[src/rtl/ifetch_pkg.sv]
// Shared types and constants for the instruction-fetch stage.
// Imported by ifetch_unit and ifetch_next_pc.
package ifetch_pkg;

  typedef enum logic [1:0] {
    BOOT,
    RUN,
    HOLD,
    FAULT
  } state_t;

  localparam logic [31:0] INST_NOP = 32'h00000013;

endpackage

[src/rtl/ifetch_next_pc.sv]
// Redirect target, priority and misalignment check for fetch.
// Purely combinational; sequencing lives in ifetch_unit.
module ifetch_next_pc
  import ifetch_pkg::*;
#(
  parameter int XLEN = 32
) (
  input  logic            valid,
  input  logic            stall,
  input  logic            branch,
  input  logic            zero,
  input  logic            jal,
  input  logic            jalr,
  input  logic [XLEN-1:0] dpc,
  input  logic [XLEN-1:0] imm,
  input  logic [XLEN-1:0] rs1_val,
  output logic [XLEN-1:0] target,
  output logic            taken,
  output logic            misaligned
);

  logic [XLEN-1:0] jalr_sum;

  always_comb begin
    jalr_sum = rs1_val + imm;
    taken    = valid & ~stall
             & (jal | jalr | (branch & zero));
    target   = dpc + imm;
    if (jalr) begin
      target = jalr_sum & ~XLEN'(1);
    end
    misaligned = taken & (target[1:0] != 2'b00);
  end

endmodule

[src/rtl/ifetch_unit.sv]
// Fetch stage: owns the fetch PC, drives a 1-cycle ROM and
// presents one instruction per cycle to decode.
module ifetch_unit
  import ifetch_pkg::*;
#(
  parameter int              XLEN     = 32,
  parameter int              ADDR_W   = 14,
  parameter logic [XLEN-1:0] RESET_PC = '0
) (
  input  logic              clk,
  input  logic              rst,
  input  logic              stall,
  input  logic              branch,
  input  logic              zero,
  input  logic              jal,
  input  logic              jalr,
  input  logic [XLEN-1:0]   imm,
  input  logic [XLEN-1:0]   rs1_val,
  output logic [ADDR_W-1:0] rom_addr,
  input  logic [31:0]       rom_data,
  output logic [31:0]       inst,
  output logic [XLEN-1:0]   inst_pc,
  output logic [XLEN-1:0]   pc_plus4,
  output logic              inst_valid,
  output logic              fetch_fault
);

  state_t          state_q, state_d;
  logic [XLEN-1:0] fpc_q, fpc_d;
  logic [XLEN-1:0] dpc_q, dpc_d;
  logic [31:0]     hold_q, hold_d;
  logic            fault_q, fault_d;

  logic [XLEN-1:0] target;
  logic            taken;
  logic            misaligned;
  logic            unused_fpc;

  assign rom_addr    = fpc_q[ADDR_W+1:2];
  assign unused_fpc  = ^{fpc_q[XLEN-1:ADDR_W+2], fpc_q[1:0]};
  assign inst_valid  = (state_q == RUN) || (state_q == HOLD);
  assign inst_pc     = dpc_q;
  assign pc_plus4    = dpc_q + XLEN'(4);
  assign fetch_fault = fault_q;

  always_comb begin
    inst = INST_NOP;
    if (state_q == RUN) begin
      inst = rom_data;
    end else if (state_q == HOLD) begin
      inst = hold_q;
    end
  end

  ifetch_next_pc #(
    .XLEN(XLEN)
  ) u_next_pc (
    .valid     (inst_valid),
    .stall     (stall),
    .branch    (branch),
    .zero      (zero),
    .jal       (jal),
    .jalr      (jalr),
    .dpc       (dpc_q),
    .imm       (imm),
    .rs1_val   (rs1_val),
    .target    (target),
    .taken     (taken),
    .misaligned(misaligned)
  );

  always_comb begin
    state_d = state_q;
    fpc_d   = fpc_q;
    dpc_d   = dpc_q;
    hold_d  = hold_q;
    fault_d = fault_q;
    unique case (state_q)
      BOOT: begin
        dpc_d   = fpc_q;
        fpc_d   = fpc_q + XLEN'(4);
        state_d = RUN;
      end
      RUN, HOLD: begin
        if (stall) begin
          // ROM word only exists this cycle; capture it once.
          if (state_q == RUN) begin
            hold_d = rom_data;
          end
          state_d = HOLD;
        end else if (misaligned) begin
          fault_d = 1'b1;
          state_d = FAULT;
        end else if (taken) begin
          fpc_d   = target;
          state_d = BOOT;
        end else begin
          dpc_d   = fpc_q;
          fpc_d   = fpc_q + XLEN'(4);
          state_d = RUN;
        end
      end
      FAULT: begin
        state_d = FAULT;
      end
      default: begin
        state_d = BOOT;
      end
    endcase
  end

  always_ff @(posedge clk) begin
    if (!rst) begin
      state_q <= BOOT;
      fpc_q   <= RESET_PC;
      dpc_q   <= RESET_PC;
      hold_q  <= INST_NOP;
      fault_q <= 1'b0;
    end else begin
      state_q <= state_d;
      fpc_q   <= fpc_d;
      dpc_q   <= dpc_d;
      hold_q  <= hold_d;
      fault_q <= fault_d;
    end
  end

endmodule
[config.mk]
export PLATFORM = sky130hd
export DESIGN_NAME = ifetch_unit
export DESIGN_NICKNAME = d
export VERILOG_FILES = /design/src/rtl/ifetch_pkg.sv /design/src/rtl/ifetch_next_pc.sv /design/src/rtl/ifetch_unit.sv
export SDC_FILE = /design/constraint.sdc
export NUM_CORES = 1
export LEC_CHECK = 0
export CAP_MARGIN = 20
export CORE_AREA = 3 3 129 131
export DETAILED_ROUTE_END_ITERATION = 10
export DIE_AREA = 0 0 132 134
export DONT_BUFFER_PORTS = 1
export GPL_ROUTABILITY_DRIVEN = 0
export MAX_ROUTING_LAYER = met4
export PLACE_DENSITY = 0.75
export REMOVE_ABC_BUFFERS = 1
export SLEW_MARGIN = 20
export SYNTH_ARGS = -nofsm -noshare
export SYNTH_HDL_FRONTEND = slang
export SYNTH_HIERARCHICAL = 1
export SYNTH_SLANG_ARGS = --single-unit
[constraint.sdc]
create_clock -name clk -period 7.1 [get_ports clk]
set_input_delay 1.42 -clock clk [delete_from_list [all_inputs] [get_ports clk]]
set_output_delay 1.42 -clock clk [all_outputs]
set_load 0.02 [all_outputs]
==> metrics.txt <==
clock-pin slew on the worst setup and hold paths 0.07 ns; critical path class reg2out; main combinational cell family by area after synthesis compound AO/OA/AOI/OAI gates; global-route wire length before repair 43900 µm; CTS tree yes; post-DR vias/cell 6.41; Num CTS Buffers 9; fillers roughly 1500; Comb power frac 0.305; final worst slack between 2 and 3 ns; Slew @ Worst Pin 0.994 ns; Clock Path Buffers 2; cell area after synthesis 9370 µm²; cts repair resizes 0; H-tree levels 3; Adder-Cell Fraction of Synth Area 0.0951; Final Total Pwr 1.57 mW; setup TNS 0 ns; routed length per instance roughly 19 µm; Post-Synthesis Cells around 1300; GR Overflow Total 0; drt first-iter violations between 700 and 800; Yosys top cell by area dfxtp_1; die width around 130 µm; n_diodes 0; CP Launch Type flip-flop; DR vias between 9000 and 10000; fmax 236 MHz; status completed; Synth Area in Simple Gates 0.270; Relative slew margins 0.337; placed cell area slightly above 9000 µm²; Worst Path Max Fanout 9; fin util 0.607; switching share of power 0.373; Area Growth Syn to Fin 1.84%; DP HPWL 21100 µm; CP Launch Point inst_pc[5]; Post-synth EDFFs 0; Post-synth top flop dfxtp_1; sequential area share after synthesis 0.211; unrepaired setup endpoints after global routing no; critical path data arrival time ~2.8 ns; Finished Layout Cells 1478; Tcrit/Tclk final 0.598; worst r2r src inst_pc[0]; # placed instances 1462; maximum VDD drop roughly 0.000099 V; initial antenna violation count 0; Clk network pwr share 0.304; Pint 987 µW; R2R Path End fpc_q[24]; # setup viols final 0; Final ANT Viol Nets 0; max-slew violation count 0; Worst-Skew Late Latency around 0.34 ns; total net switching power 588 µW; P_leak 3.61 nW; worst slack, placed 2.70 ns; Initial Utilization 0.596; Mapped Avg Cell Area 7.04 µm²; Die Ht about 130 µm; hold slack final 0.456 ns; Final Cell Area 9540 µm²; Final nets roughly 1400; hold violation count in the final report 0; Async S/R FF share, synth 0; Synth area leaders dfxtp_1 21%, nand2_1 11%, ha_1 9.1%, a21oi_1 8.2%, o21ai_0 4.4%; core area 15700 µm²; flops & latches, synth 99; multiplexer area fraction after synthesis 0.0108; total track usage 0.306; pwr dens 165 nW/µm²; most frequent cells in the layout 275 x nand2_1, 153 x a21oi_1, 99 x dfxtp_1, 82 x o21ai_0, 74 x nor2_1; Syn. warnings 6; Remaining DRCs 0; commonest non-fill, non-tap cell in the layout nand2_1; post-synthesis compound-gate area fraction 0.280; # Post-CTS Setup Buffers 0; row cnt 46; hold crit path type reg2reg; Buffers on Ports 0; Pre-antenna DRT Iters 5; CP Capture Point pc_plus4[27]; Sink Count 99; minimum clock period 4.24 ns; I/O pin cnt about 220; MaxCap Viol Count 0; die area 17700 µm²; root buf cell clkbuf_16; largest net degree at the start of global routing 67; Reg2Reg Depth 15; layout cells sized above 1 0.0523; Req. time, crit path 5.68 ns; Sequential Power Share 0.391; Synth top area share 0.211; Setup Skew around 0.011 ns; CP endpoint kind output pin; unique cell type count in the Yosys netlist 90; cts hold-fix bufs 0; Total Wirelength approximately 28000 µm; vias in the first global route 8374; XOR/XNOR Fraction of Synth Area 0.0710; setup slack, reg-to-reg 3.33 ns
## area by class of cell
class                   instances  area (µm²)  share of cell area
multi-input cells            1106        6820               0.715
clock buffers                  10         239              0.0250
well taps                     216         270              0.0283
flip-flops and latches         99        1980               0.208
inverters                      34         128              0.0134
repair buffers                  7        52.6             0.00551
clock inverters                 6        48.8             0.00511
## cell usage after synthesis, types with 10 or more instances
master,instances
o211ai_1,13
a31oi_1,19
buf_2,12
xor2_1,33
nand4_1,26
inv_1,33
and3_1,22
nor2_1,75
nor3_1,19
o31ai_1,10
o21ai_0,82
nand2_1,275
buf_4,17
nand2b_1,13
xnor2_1,43
clkbuf_1,51
nand3_1,42
a21oi_1,153
ha_1,68
a21o_1,32
dfxtp_1,99
## flip-flops by register name, summed over array words and instances, names as in the netlist
register and count:
fetch_fault 1, state_q 2, fpc_q 32, inst_pc 32, hold_q 32
## cells by family after synthesis
group | after synthesis
simple gates | 539
flops | 99
xor+xnor | 76
mux | 10
buf+inv | 126
fa+ha+maj | 70
compound gates | 411
## power groups by stage
stage	clock network [mW]	logic (mW)	registers, mW
3_5_place_dp	0	0.467	0.628
5_1_grt	0.505	0.523	0.619
4_1_cts	0.484	0.470	0.615
3_3_place_gp	0	0.464	0.627
6_report	0.479	0.480	0.615
2_1_floorplan	0	0.357	0.618
## how the worst min path moves through the flow
stage / cells after the start / slack [ns] / startpoint / end
after global routing: 2 / 0.48 / hold_q[18] / hold_q[18]
after floorplan: 2 / 0.43 / fpc_q[0] / inst_pc[0]
after detailed placement: 2 / 0.45 / hold_q[12] / hold_q[12]
final: 2 / 0.46 / hold_q[31] / hold_q[31]
after CTS: 2 / 0.46 / hold_q[12] / hold_q[12]
after global placement: 2 / 0.44 / hold_q[30] / hold_q[30]
## layer usage
layer / routed length, µm / track usage / share of wire
met1: 11800 / 0.396 / 0.42
met2: 12700 / 0.479 / 0.45
met3: 2770 / 0.0709 / 0.099
met4: 749 / 0.0881 / 0.027
met5: 0 / - / 0
## worst max-delay path, stage by stage, from the launching register on
cell and delay, ns:
dfxtp_1 0.60, and4_1 0.32, and4_1 0.60, nand2_1 0.31, nor3_1 0.25, xor2_1 0.40
Power figures use the tool's default switching activity.
